[src/rtl/fifo_wr_packer_if.sv]
// fifo_wr_packer_if: bundles the byte-stream input handshake and the FIFO
// write port of the write-side packer.
//   in_valid/in_ready/in_data/in_last : narrow input beat stream
//   flush                             : single-cycle request to close a partial word
//   fifo_full/fifo_wr_en/fifo_wr_data : write port of the clock-crossing FIFO
// modport slave  : the packer (consumes beats, drives the FIFO write port)
// modport master : the environment (beat source plus FIFO full status)
interface fifo_wr_packer_if #(
  parameter int IN_WIDTH = 8,
  parameter int PACK     = 4
);
  localparam int CW        = $clog2(PACK);
  localparam int OUT_WIDTH = IN_WIDTH * PACK + CW + 1;

  logic                 in_valid;
  logic                 in_ready;
  logic [IN_WIDTH-1:0]  in_data;
  logic                 in_last;
  logic                 flush;
  logic                 fifo_full;
  logic                 fifo_wr_en;
  logic [OUT_WIDTH-1:0] fifo_wr_data;

  modport master (
    output in_valid, in_data, in_last, flush, fifo_full,
    input  in_ready, fifo_wr_en, fifo_wr_data
  );

  modport slave (
    input  in_valid, in_data, in_last, flush, fifo_full,
    output in_ready, fifo_wr_en, fifo_wr_data
  );
endinterface

[src/rtl/fifo_wr_packer.sv]
// fifo_wr_packer: write-side front end of the clock-crossing FIFO. Packs PACK
// narrow beats into one FIFO word {last, cnt_m1, lanes}; lane 0 holds the
// first beat and unused lanes read zero. One output holding register sits
// between the accumulator and the FIFO write port.
// Ports:
//   wr_clk : write-domain clock
//   rst    : synchronous active-high reset
//   bus    : fifo_wr_packer_if.slave (input stream, flush, FIFO write port)
module fifo_wr_packer #(
  parameter int IN_WIDTH = 8,
  parameter int PACK     = 4
) (
  input  logic           wr_clk,
  input  logic           rst,
  fifo_wr_packer_if.slave bus
);
  localparam int CW        = $clog2(PACK);
  localparam int LANES_W   = IN_WIDTH * PACK;
  localparam int OUT_WIDTH = LANES_W + CW + 1;

  // Accumulator and output holding register
  logic [LANES_W-1:0]   lanes;
  logic [CW-1:0]        idx;
  logic                 flush_pend;
  logic                 pend_valid;
  logic [OUT_WIDTH-1:0] pend_word;

  logic [LANES_W-1:0]   lanes_nxt;
  logic [CW-1:0]        idx_nxt;
  logic                 flush_pend_nxt;
  logic                 pend_valid_nxt;
  logic [OUT_WIDTH-1:0] pend_word_nxt;

  logic                 ready;
  logic                 wr_en;
  logic                 accept;
  logic                 flush_any;
  logic                 close_beat;
  logic [LANES_W-1:0]   lanes_beat;

  function automatic logic [OUT_WIDTH-1:0] pack_word(
    input logic               last,
    input logic [CW-1:0]      cnt_m1,
    input logic [LANES_W-1:0] l
  );
    pack_word = {last, cnt_m1, l};
  endfunction

  always_comb begin
    // The holding register is free, or is being written to the FIFO this
    // cycle; only registered state and fifo_full feed in_ready.
    ready      = ~pend_valid | ~bus.fifo_full;
    wr_en      = pend_valid & ~bus.fifo_full;
    accept     = bus.in_valid & ready;
    flush_any  = flush_pend | bus.flush;

    lanes_beat = lanes;
    lanes_beat[idx*IN_WIDTH +: IN_WIDTH] = bus.in_data;

    close_beat = accept & ((idx == CW'(PACK - 1)) | bus.in_last);

    lanes_nxt      = lanes;
    idx_nxt        = idx;
    flush_pend_nxt = flush_any;
    pend_valid_nxt = pend_valid & ~wr_en;
    pend_word_nxt  = pend_word;

    if (accept) begin
      // A flush arriving with a beat stays pending and applies afterwards.
      if (close_beat) begin
        pend_valid_nxt = 1'b1;
        pend_word_nxt  = pack_word(bus.in_last, idx, lanes_beat);
        idx_nxt        = '0;
        lanes_nxt      = '0;
      end else begin
        idx_nxt   = idx + CW'(1);
        lanes_nxt = lanes_beat;
      end
    end else if (ready && flush_any) begin
      flush_pend_nxt = 1'b0;
      // An empty accumulator simply swallows the flush.
      if (idx != '0) begin
        pend_valid_nxt = 1'b1;
        pend_word_nxt  = pack_word(1'b0, idx - CW'(1), lanes);
        idx_nxt        = '0;
        lanes_nxt      = '0;
      end
    end
  end

  always_ff @(posedge wr_clk) begin
    if (rst) begin
      lanes      <= '0;
      idx        <= '0;
      flush_pend <= 1'b0;
      pend_valid <= 1'b0;
      pend_word  <= '0;
    end else begin
      lanes      <= lanes_nxt;
      idx        <= idx_nxt;
      flush_pend <= flush_pend_nxt;
      pend_valid <= pend_valid_nxt;
      pend_word  <= pend_word_nxt;
    end
  end

  assign bus.in_ready     = ready;
  assign bus.fifo_wr_en   = wr_en;
  assign bus.fifo_wr_data = pend_word;
endmodule

[src/flat_wrapper.sv]
// flat-port wrapper written by rule: the top's interface ports become plain ports
module fifo_wr_packer_flat 
#(
  parameter int IN_WIDTH = 8,
  parameter int PACK     = 4
)
  (wr_clk, rst, bus_in_valid, bus_in_data, bus_in_last, bus_flush, bus_fifo_full, bus_in_ready, bus_fifo_wr_en, bus_fifo_wr_data);
  fifo_wr_packer_if #(.IN_WIDTH(IN_WIDTH), .PACK(PACK)) bus_i ();
  input  logic wr_clk;
  input  logic rst;
  input wire logic [$bits(bus_i.in_valid)-1:0] bus_in_valid;
  input wire logic [$bits(bus_i.in_data)-1:0] bus_in_data;
  input wire logic [$bits(bus_i.in_last)-1:0] bus_in_last;
  input wire logic [$bits(bus_i.flush)-1:0] bus_flush;
  input wire logic [$bits(bus_i.fifo_full)-1:0] bus_fifo_full;
  output wire logic [$bits(bus_i.in_ready)-1:0] bus_in_ready;
  output wire logic [$bits(bus_i.fifo_wr_en)-1:0] bus_fifo_wr_en;
  output wire logic [$bits(bus_i.fifo_wr_data)-1:0] bus_fifo_wr_data;
  assign bus_i.in_valid = bus_in_valid;
  assign bus_i.in_data = bus_in_data;
  assign bus_i.in_last = bus_in_last;
  assign bus_i.flush = bus_flush;
  assign bus_i.fifo_full = bus_fifo_full;
  assign bus_in_ready = bus_i.in_ready;
  assign bus_fifo_wr_en = bus_i.fifo_wr_en;
  assign bus_fifo_wr_data = bus_i.fifo_wr_data;
  fifo_wr_packer #(.IN_WIDTH(IN_WIDTH), .PACK(PACK)) u_core (.wr_clk(wr_clk), .rst(rst), .bus(bus_i));
endmodule
[config.mk]
export PLATFORM = sky130hd
export DESIGN_NAME = fifo_wr_packer_flat
export DESIGN_NICKNAME = d
export VERILOG_FILES = /design/src/rtl/fifo_wr_packer_if.sv /design/src/rtl/fifo_wr_packer.sv /design/src/flat_wrapper.sv
export SDC_FILE = /design/constraint.sdc
export NUM_CORES = 1
export LEC_CHECK = 0
export CAP_MARGIN = 20
export CORE_MARGIN = 2
export CORE_UTILIZATION = 48
export DETAILED_ROUTE_END_ITERATION = 12
export PLACE_DENSITY = 0.8
export SLEW_MARGIN = 10
export SYNTH_ARGS = -nofsm -noshare
export SYNTH_HDL_FRONTEND = slang
export SYNTH_SLANG_ARGS = --single-unit
export TNS_END_PERCENT = 5
[constraint.sdc]
create_clock -name wr_clk -period 4.5 [get_ports wr_clk]
set_input_delay 0.9 -clock wr_clk [delete_from_list [all_inputs] [get_ports wr_clk]]
set_output_delay 0.9 -clock wr_clk [all_outputs]
set_load 0.01 [all_outputs]
---- Yosys cells after proc, flatten, opt, wreduce, memory -nomap -nowiden ----
Cells that the tools add are included.
storage, ports and cells
  flip-flop bits (word level) ............. 71
  output and inout bits ................... 37
cells by class
  add/subtract/negate cells ............... 3
  equality and inequality tests ........... 2
  shift operators ......................... 2
  mux-type cells .......................... 19
  bitwise gates (word level) .............. 10
  reductions and logical operators ........ 6
operator list
  kind                       number
  $mux W35                   4
  $mux W32                   4
  $neg A5 Y34                1
  $shift A8 B34 Y32 const A  1
  $shiftx A8 B34 Y32         1
  $bwmux W32                 1
  $mux W2                    4
  $mux W1                    6
  $reduce_bool A2 Y1         3
  $and A1 B1 Y1              4
  $not A1 Y1                 3
  $or A1 B1 Y1               3
  $reduce_and A3 Y1          1
  $add A2 B1 Y2 const B      1
  $eq A2 B2 Y1 const B       1
  $ne A2 B2 Y1 const B       1
  $reduce_and A2 Y1          1
  $sub A2 B1 Y2 const B      1
  $logic_and A1 B1 Y1        1

---- Longest topological paths before layout ----
Gate-level depths: netlist (run 1).
  depth in word-level cells ............... 7
  mapped depth ............................ 8

---- Worst setup path before layout (run 1) ----
OpenSTA, ideal clock, no wires.
  kind .................................... input to register
  from .................................... input port bus_in_valid
  to ...................................... register u_core.pend_word[22] (netlist: u_core.bus.fifo_wr_data[22])
  setup time .............................. 0.141 ns
  data arrival time ....................... 2.084 ns
  path slack .............................. 2.276 ns
  stages on the path ...................... 8
  cells stage by stage .................... buf_4 > or3b_1 > buf_4 > o211a_1 > buf_6 > buf_6 > nor2_1 > nor3_2
between the ends
  word-level cells in the longest chain between the ends .. 4
ends and longest elaborated chain
  element                             line                   RTL
  start: declaration                  flat_wrapper.sv:11     input wire logic [$bits(bus_i.in_valid)-1:0] bus_in_valid;
  $and A1 B1 Y1 (*)                   fifo_wr_packer.sv:54   accept = bus.in_valid & ready;
  $and A1 B1 Y1                       fifo_wr_packer.sv:60   close_beat = accept & ((idx == CW'(PACK - 1)) | bus.in_last);
  $ne A2 B2 Y1 (no source line)       -
  $reduce_and A3 Y1 (no source line)  -
  end signal: assignment              fifo_wr_packer.sv:103  pend_word <= pend_word_nxt;
  end: declaration                    fifo_wr_packer.sv:26   logic [OUT_WIDTH-1:0] pend_word;
Mark *: on every way between the ends. The rest lies on a longest branch, timed or not.
A chain may end at the register's enable or synchronous reset.

---- Worst setup path after layout (run 1) ----
  from .................................... input port bus_fifo_full
  to ...................................... output port bus_in_ready
between the ends
  word-level cells in the longest chain between the ends .. 2
ends and longest elaborated chain
  element             line                  RTL
  start: declaration  flat_wrapper.sv:15    input wire logic [$bits(bus_i.fifo_full)-1:0] bus_fifo_full;
  $not A1 Y1          fifo_wr_packer.sv:52  ready = ~pend_valid | ~bus.fifo_full;
  $or A1 B1 Y1        fifo_wr_packer.sv:52
  end: declaration    flat_wrapper.sv:16    output wire logic [$bits(bus_i.in_ready)-1:0] bus_in_ready;
Every way passes these cells.

==> flow_summary.json, run 1 <==
{
  "timing_worst_setup_path_type": "primary input to output pin",
  "final_hold_viol_count": 0,
  "htree_num_levels": 3,
  "crit_start": "bus_fifo_full",
  "start_util_pct": 49.19,
  "post_cts_buffers": 0,
  "vias_per_cell": 5.995,
  "hold_path.class": "flip-flop to flip-flop",
  "power.leakage_nw": 1.351,
  "clock_skew_ns": 0.005860,
  "synth_edf_count": 0,
  "cts_root_buf": "clkbuf_8",
  "fin_area_sq_um": 3719,
  "die_w_um": 84.21,
  "rsz0062_at_grt": "no",
  "arrival_ns": 2.44,
  "cp-end-kind": "output pin",
  "drive_above_1_share_pct": 18.29,
  "core_sq_um": 6277,
  "antenna_left": 0,
  "min_period_over_period_pct": 74.25,
  "grt_pass1_vias": 2408,
  "yosysMostFrequentCell": "dfxtp_1",
  "ys_seq_area_share_pct": 46.03,
  "syn_nets": 316,
  "grt.overflow.total": 0,
  "crit_chain": "clkdlybuf4s50_1 > and2_1 > inv_1 > clkdlybuf4s50_1",
  "io_pins": 51,
  "fp.dieArea_sq_um": 7090,
  "setup_viol": 0,
  "die_h_um": 84.21,
  "grt_pass1_wl_mm": 11.81,
  "r2r_cells": 6,
  "drc_errors": 0,
  "p_per_area_nw_per_um2": 375.7,
  "fin_total_pwr_mw": 1.397,
  "fin_crit_ns": 3.341,
  "routabilityCongestion": 0.7716,
  "grtUsageTotal_pct": 21.03,
  "cp_num_cells": 4,
  "nets": 354,
  "crit_path_top_delay_cell": "clkdlybuf4s50_1",
  "post_cts_resized": 0,
  "vdd_drop_max_mv": 0.2673,
  "synth.area.top_cells": "dfxtp_1 46%, nor3_2 9.4%, a221oi_1 9.1%",
  "cp_slowest_stage_delay_ns": 0.59,
  "required_ns": 3.60,
  "yosysTopAreaCell": "dfxtp_1",
  "syn_inst": 296,
  "detail_route.wirelength_mm": 7.093,
  "clockBufferDepth": 2,
  "clk_pin_slew_ns": 0.07,
  "dp_hpwl_mm": 4.555,
  "diodes": 0,
  "clock.fmax_ghz": 0.2993,
  "ys_ff_latch": 71,
  "wl_per_cell_um": 17.05,
  "synth_common_cells": "71 x dfxtp_1, 55 x nor2_1, 32 x a221oi_1, 29 x nor3_2, 24 x a22o_1",
  "synth_area_per_cell_sq_um": 10.43,
  "vias": 2494,
  "status": "finished, final reports clean",
  "drt_pass1_iterations": 5,
  "io_buffers": 50,
  "grt_max_degree": 51,
  "synth.distinct_cells": 36,
  "hp-start": "u_core.bus.fifo_wr_data[33]$_SDFFE_PP0P_",
  "worst_pin_slew_ns": 0.9645,
  "cts_inserted_buffers": 9,
  "cap_violations": 0,
  "crit_family": "buffers and inverters",
  "crit_buf_inv": 3,
  "yosysTopAreaCellShare_pct": 46.03,
  "areaGrowthSynthToFinish_pct": 20.42,
  "cts_tree": "yes",
  "slew_headroom_pct": 35.39,
  "cp_common_cell": "clkdlybuf4s50_1",
  "dpl_cell_area_sq_um": 3530,
  "clk_latency_ns": 0.34,
  "cp_max_fo": 6,
  "antenna_found_initial": 0,
  "drv_slew": 0,
  "hold_buffers": 0,
  "hold_depth": 2,
  "async_flop_share_pct": 0,
  "synth_warnings": 0,
  "netlist_area_sq_um": 3088,
  "reg2reg_from": "u_core.idx[0]$_SDFFE_PP0P_",
  "rows": 29,
  "synth_ff_type": "dfxtp_1",
  "rrSetupSlack_ns": 1.97,
  "drt_iter0_drc": 135,
  "cts.sinks": 71,
  "start_kind": "primary input",
  "setup_tns_ns": 0
}
## cells in the final DEF, fill, tap and decap left out, drive strengths merged
cell	n
nor2b	1
clkinv	5
o211ai	3
nor4	3
clkbuf	10
nor3	36
inv	3
a21bo	1
nand3	2
a221oi	32
a22oi	10
nand4bb	1
mux2i	1
nand2	6
ha	6
a21boi	1
or4b	1
buf	3
o211a	1
a21oi	2
and2	1
dfxtp	71
a22o	24
o21ai	2
nand3b	2
xnor2	1
o21ba	4
nor2	55
clkdlybuf4s50	49
or3b	1
clkinvlp	1
## final timing paths
path | end
max reg2reg | u_core.bus.fifo_wr_data[28]$_SDFFE_PP0P_
min reg2reg | u_core.bus.fifo_wr_data[33]$_SDFFE_PP0P_
max | bus_in_ready
min | u_core.bus.fifo_wr_data[33]$_SDFFE_PP0P_
## metal layers
metal / global-route usage [%] / share of wire (%) / routed length, um / vias up
met5: 0 / 0 / 0 / -
met4: 8.358 / 1.9 / 132 / 0
met3: 6.785 / 8.4 / 594 / 15
met2: 32.47 / 47 / 3303 / 92
met1: 27.43 / 43 / 3063 / 1205
li1: - / - / - / 1182
## cell families after synthesis
| group | after synthesis | share of synthesized area, % |
|---|---|---|
| simple gates | 109 | 22.73 |
| compound gates | 80 | 22.73 |
| flops | 71 | 46.03 |
| buf+inv | 28 | 5.470 |
| fa+ha+maj | 6 | 2.431 |
| xor+xnor | 1 | 0.2837 |
| mux | 1 | 0.3242 |
## tightest hold or removal path, cell delays in order (launching register included)
cell     delay (ns)
dfxtp_1        0.32
nand2_1        0.06
a21oi_1        0.05
## report_power, final
group / internal [mW] / switching, mW / leakage (nW) / total [mW]
Clock: 0.212 / 0.236 / 0.0918 / 0.447
Sequential: 0.661 / 0.0192 / 0.579 / 0.681
Combinational: 0.118 / 0.151 / 0.680 / 0.269
## cell type report
type	count	area [sq um]
Timing Repair Buffer	52	518.0
Clock inverter	6	36.28
Tap cell	77	96.34
Clock buffer	10	137.6
Fill cell	562	2559
Inverter	3	11.26
Sequential cell	71	1421
Multi-Input combinational cell	197	1498
## registers in the layout, summed over array words and instances, names as in the netlist
register and flops:
u_core.lanes 32, u_core.idx 2, u_core.flush_pend 1, u_core.bus.fifo_wr_data 35
u_core.pend_valid 1
## metrics by stage
stage / util (%) / hold WS (ns) / std cells / setup slack (ns)
5_1_grt: 59.24 / 0.4895 / 416 / 1.096
2_1_floorplan: - / 0.4424 / 296 / 2.276
6_report: 59.24 / 0.4731 / 416 / 1.159
3_5_place_dp: 56.23 / 0.4554 / 399 / 1.044
4_1_cts: 59.00 / 0.4756 / 415 / 1.164
3_3_place_gp: 56.23 / 0.4509 / 399 / 1.124
Note: power is estimated with default switching activity, not from simulation.
==> run 2, diff against run 1 <==
- clock period: 4.5 -> 3.3 ns (I/O delays scaled with it)
==> flow_summary.json, run 2 (synthesis results as in run 1) <==
{
  "crit_family": "buffers and inverters",
  "vdd_drop_max_mv": 0.3652,
  "fin_area_sq_um": 3727,
  "worst_pin_slew_ns": 0.8959,
  "start_util_pct": 49.19,
  "grtUsageTotal_pct": 21.24,
  "post_cts_resized": 0,
  "status": "finished, final reports clean",
  "fin_crit_ns": 2.855,
  "io_pins": 51,
  "cp-end-kind": "output pin",
  "start_kind": "primary input",
  "clk_pin_slew_ns": 0.07,
  "core_sq_um": 6277,
  "p_per_area_nw_per_um2": 518.9,
  "drt_iter0_drc": 181,
  "die_w_um": 84.21,
  "crit_buf_inv": 3,
  "arrival_ns": 2.19,
  "fin_total_pwr_mw": 1.934,
  "required_ns": 2.64,
  "cp_slowest_stage_delay_ns": 0.59,
  "diodes": 0,
  "top_layer": "met4",
  "drv_slew": 0,
  "grt_max_degree": 36,
  "dp_hpwl_mm": 4.708,
  "reg2reg_from": "u_core.idx[0]$_SDFFE_PP0P_",
  "slew_headroom_pct": 39.99,
  "cts.sinks": 71,
  "routabilityCongestion": 0.7566,
  "cap_violations": 0,
  "hold_buffers": 0,
  "largest_reg_flops": 35,
  "setup_viol": 0,
  "timing_worst_setup_path_type": "primary input to output pin",
  "grt.overflow.total": 0,
  "post_cts_buffers": 0,
  "clock.fmax_ghz": 0.3503,
  "crit_chain": "clkdlybuf4s50_1 > and2_1 > inv_1 > clkdlybuf4s50_1",
  "power.leakage_nw": 1.356,
  "cp_max_fo": 6,
  "met1_length_mm": 3.186,
  "final_common_cell": "dfxtp_1",
  "vias": 2489,
  "cts_root_buf": "clkbuf_8",
  "grt_pass1_vias": 2488,
  "setup_tns_ns": 0,
  "antenna_left": 0,
  "dpl_cell_area_sq_um": 3545,
  "wl_met2_mm": 3.312,
  "drc_errors": 0,
  "areaGrowthSynthToFinish_pct": 20.70,
  "wl_per_cell_um": 17.06,
  "cp_common_cell": "clkdlybuf4s50_1",
  "drt_pass1_iterations": 4,
  "crit_path_top_delay_cell": "clkdlybuf4s50_1",
  "drive_above_1_share_pct": 18.29,
  "clk_latency_ns": 0.35,
  "rsz0062_at_grt": "no",
  "antenna_found_initial": 0,
  "clockBufferDepth": 2,
  "nets": 355,
  "fp.dieArea_sq_um": 7090,
  "dr_wl_met3_um": 441,
  "final_hold_viol_count": 0,
  "min_period_over_period_pct": 86.50,
  "cts_tree": "yes",
  "detail_route.wirelength_mm": 7.099,
  "htree_num_levels": 3,
  "hp-start": "u_core.bus.fifo_wr_data[33]$_SDFFE_PP0P_",
  "io_buffers": 50,
  "hold_path.class": "flip-flop to flip-flop",
  "cts_inserted_buffers": 9,
  "clock_skew_ns": 0.004319,
  "final_cell_mix": "71 x dfxtp_1, 55 x nor2_1, 49 x clkdlybuf4s50_1",
  "grt_pass1_wl_mm": 11.88,
  "die_h_um": 84.21,
  "vias_per_cell": 5.983,
  "rows": 29,
  "crit_start": "bus_fifo_full"
}
run 2: changes by cell type in the layout (fill, tap and decap cells not counted):
cell and change:
buf_4 +2, clkbuf_8 +2, clkinv_2 -2, buf_8 -1
clkinv_4 -1
run 2: layout make-up:
type	count	area [sq um]
tap	77	96.34
fill	539	2550
sequential	71	1421
inverter	3	11.26
clock inverter	3	17.52
multi-input combinational	197	1498
clock buffer	12	165.2
timing repair buffer	53	518.0
run 2: power breakdown:
group | total, mW | switching (mW) | internal [mW]
sequential | 0.928 | 0.0264 | 0.902
clock | 0.640 | 0.312 | 0.327
combinational | 0.366 | 0.205 | 0.160
total | 1.93 | 0.544 | 1.39
run 2: per-layer routing:
metal / vias up / GRT usage (%)
met1: 1208 / 26.94
met5: - / 0
met3: 15 / 7.670
met4: 0 / 9.384
met2: 81 / 32.61
li1: 1185 / -
run 2: stage by stage:
stage / utilization [%] / hold WS, ns / worst slack (ns) / std cells
6_report: 59.38 / 0.4535 / 0.4454 / 416
5_1_grt: 59.38 / 0.4902 / 0.3752 / 416
4_1_cts: 59.38 / 0.4564 / 0.4431 / 416
3_5_place_dp: 56.47 / 0.4476 / 0.4545 / 401
3_3_place_gp: 56.47 / 0.4441 / 0.4798 / 401
2_1_floorplan: - / 0.4424 / 1.316 / 296
run 2: worst register-to-register path, stage by stage (launching register included):
cell	delay, ns
dfxtp_1	0.41
inv_1	0.15
ha_1	0.44
o21ba_2	0.27
o211ai_4	0.72
a221oi_1	0.18
nor3_2	0.20
run 2: worst paths after layout:
path	end	slack (ns)	depth (start not counted)
worst min register to register	u_core.bus.fifo_wr_data[33]$_SDFFE_PP0P_	0.45	2
worst max-delay path	bus_in_ready	0.45	4
worst min-delay path	u_core.bus.fifo_wr_data[33]$_SDFFE_PP0P_	0.45	2
worst max register to register	u_core.bus.fifo_wr_data[16]$_SDFFE_PP0P_	0.85	6
==> edit: new RTL, flow settings as in run 2 <==
Reset style: asynchronous (`rst`), changed in one clocked block. Comments in the files are not updated.
--- a/src/rtl/fifo_wr_packer.sv
+++ b/src/rtl/fifo_wr_packer.sv
@@ -88,7 +88,7 @@
     end
   end
 
-  always_ff @(posedge wr_clk) begin
+  always_ff @(posedge wr_clk or posedge rst) begin
     if (rst) begin
       lanes      <= '0;
       idx        <= '0;
Check against the original RTL: differs if rst is asserted again (counterexample within 4 cycles, from zero or initial values and one cycle with rst high); with rst held inactive, the same outputs for 4 cycles.
==> edit against run 2 <==
- design area rose by 9.6%
- area after synthesis is 8.8% higher
- sequential share of layout area increased by 5.3 points
- wire length about the same
- non-clock buffer count rose by 2
- setup slack better by 260 ps
- first-iteration DRC count grew 6.1%
- global-route usage down 0.95 points
- maximum frequency rose by 10%
- sequential cell count is the same
- utilization increased by 0.77 points
- critical endpoint unchanged
Power is not compared: it rests on default switching activity, and its combinational part moved more than twofold at a synthesized area within 25%.
==> edit: results <==
group,metric,value,unit
logic_synthesis,yosysSeqAreaShare,0.5291,
critical_path,reg2reg_to,"u_core.bus.fifo_wr_data[15]",
logic_synthesis,synth.distinct_cells,32,
logic_synthesis,synth_xor_area_frac,0.002608,
critical_path,cpPeakStageDelay,530,ps
detailed_routing,wire_per_inst,18.10,um
detailed_routing,drtIter0Drc,192,
sta,period_share,0.7863,
placed_design,dp_cells,375,
cells_and_area,comb.multi_input.count,148,
critical_path,r2r_slack,830,ps
floorplan,die_x,87.65,um
detailed_routing,vias,2173,
run_status,outcome,"complete, no violations",
cells_and_area,clk_share,0.05664,
cells_and_area,clkbuf_count,10,
placed_design,place_congestion,0.9461,
detailed_routing,dr.pass1.iters,6,
logic_synthesis,synth_common_cells,"71 x dfrtp_1, 64 x a22o_1, 28 x mux2_4",
critical_path,reg2regPathDepth,7,
logic_synthesis,syn_nets,262,
logic_synthesis,async_flop_share,1.000,
cells_and_area,layoutNonFillerInstCount,392,
logic_synthesis,synth_compound_area_frac,0.1889,
global_route,gr-usage-met2,0.2879,
detailed_routing,dr_wl_met2,3.239,mm
edit: cells by family (layout without fill, tap and decap cells):
logic type	count (synthesis)	count (layout)
XOR/XNOR	1	1
AND/OR/NAND/NOR	31	31
AO/OA/AOI/OAI	76	76
multiplexers	34	34
buffers and inverters	23	77
adder cells (fa/ha/maj)	6	6
flip-flops	71	71
edit: worst reg2reg max path: cells and delay by family (launching register included):
family | cells | cell delay (ps)
buffers and inverters | 2 | 410
AND/OR/NAND/NOR | 2 | 820
multiplexers | 1 | 140
flip-flops | 1 | 450
adder cells (fa/ha/maj) | 1 | 440
AO/OA/AOI/OAI | 1 | 150
edit: power by group:
| part | switching (W) | internal [W] | leakage (nW) |
|---|---|---|---|
| Combinational | 0.000446 | 0.000415 | 0.817 |
| Sequential | 0.0000691 | 0.000976 | 0.976 |
| Clock | 0.000347 | 0.000450 | 0.113 |
| Total | 0.000862 | 0.00184 | 1.91 |
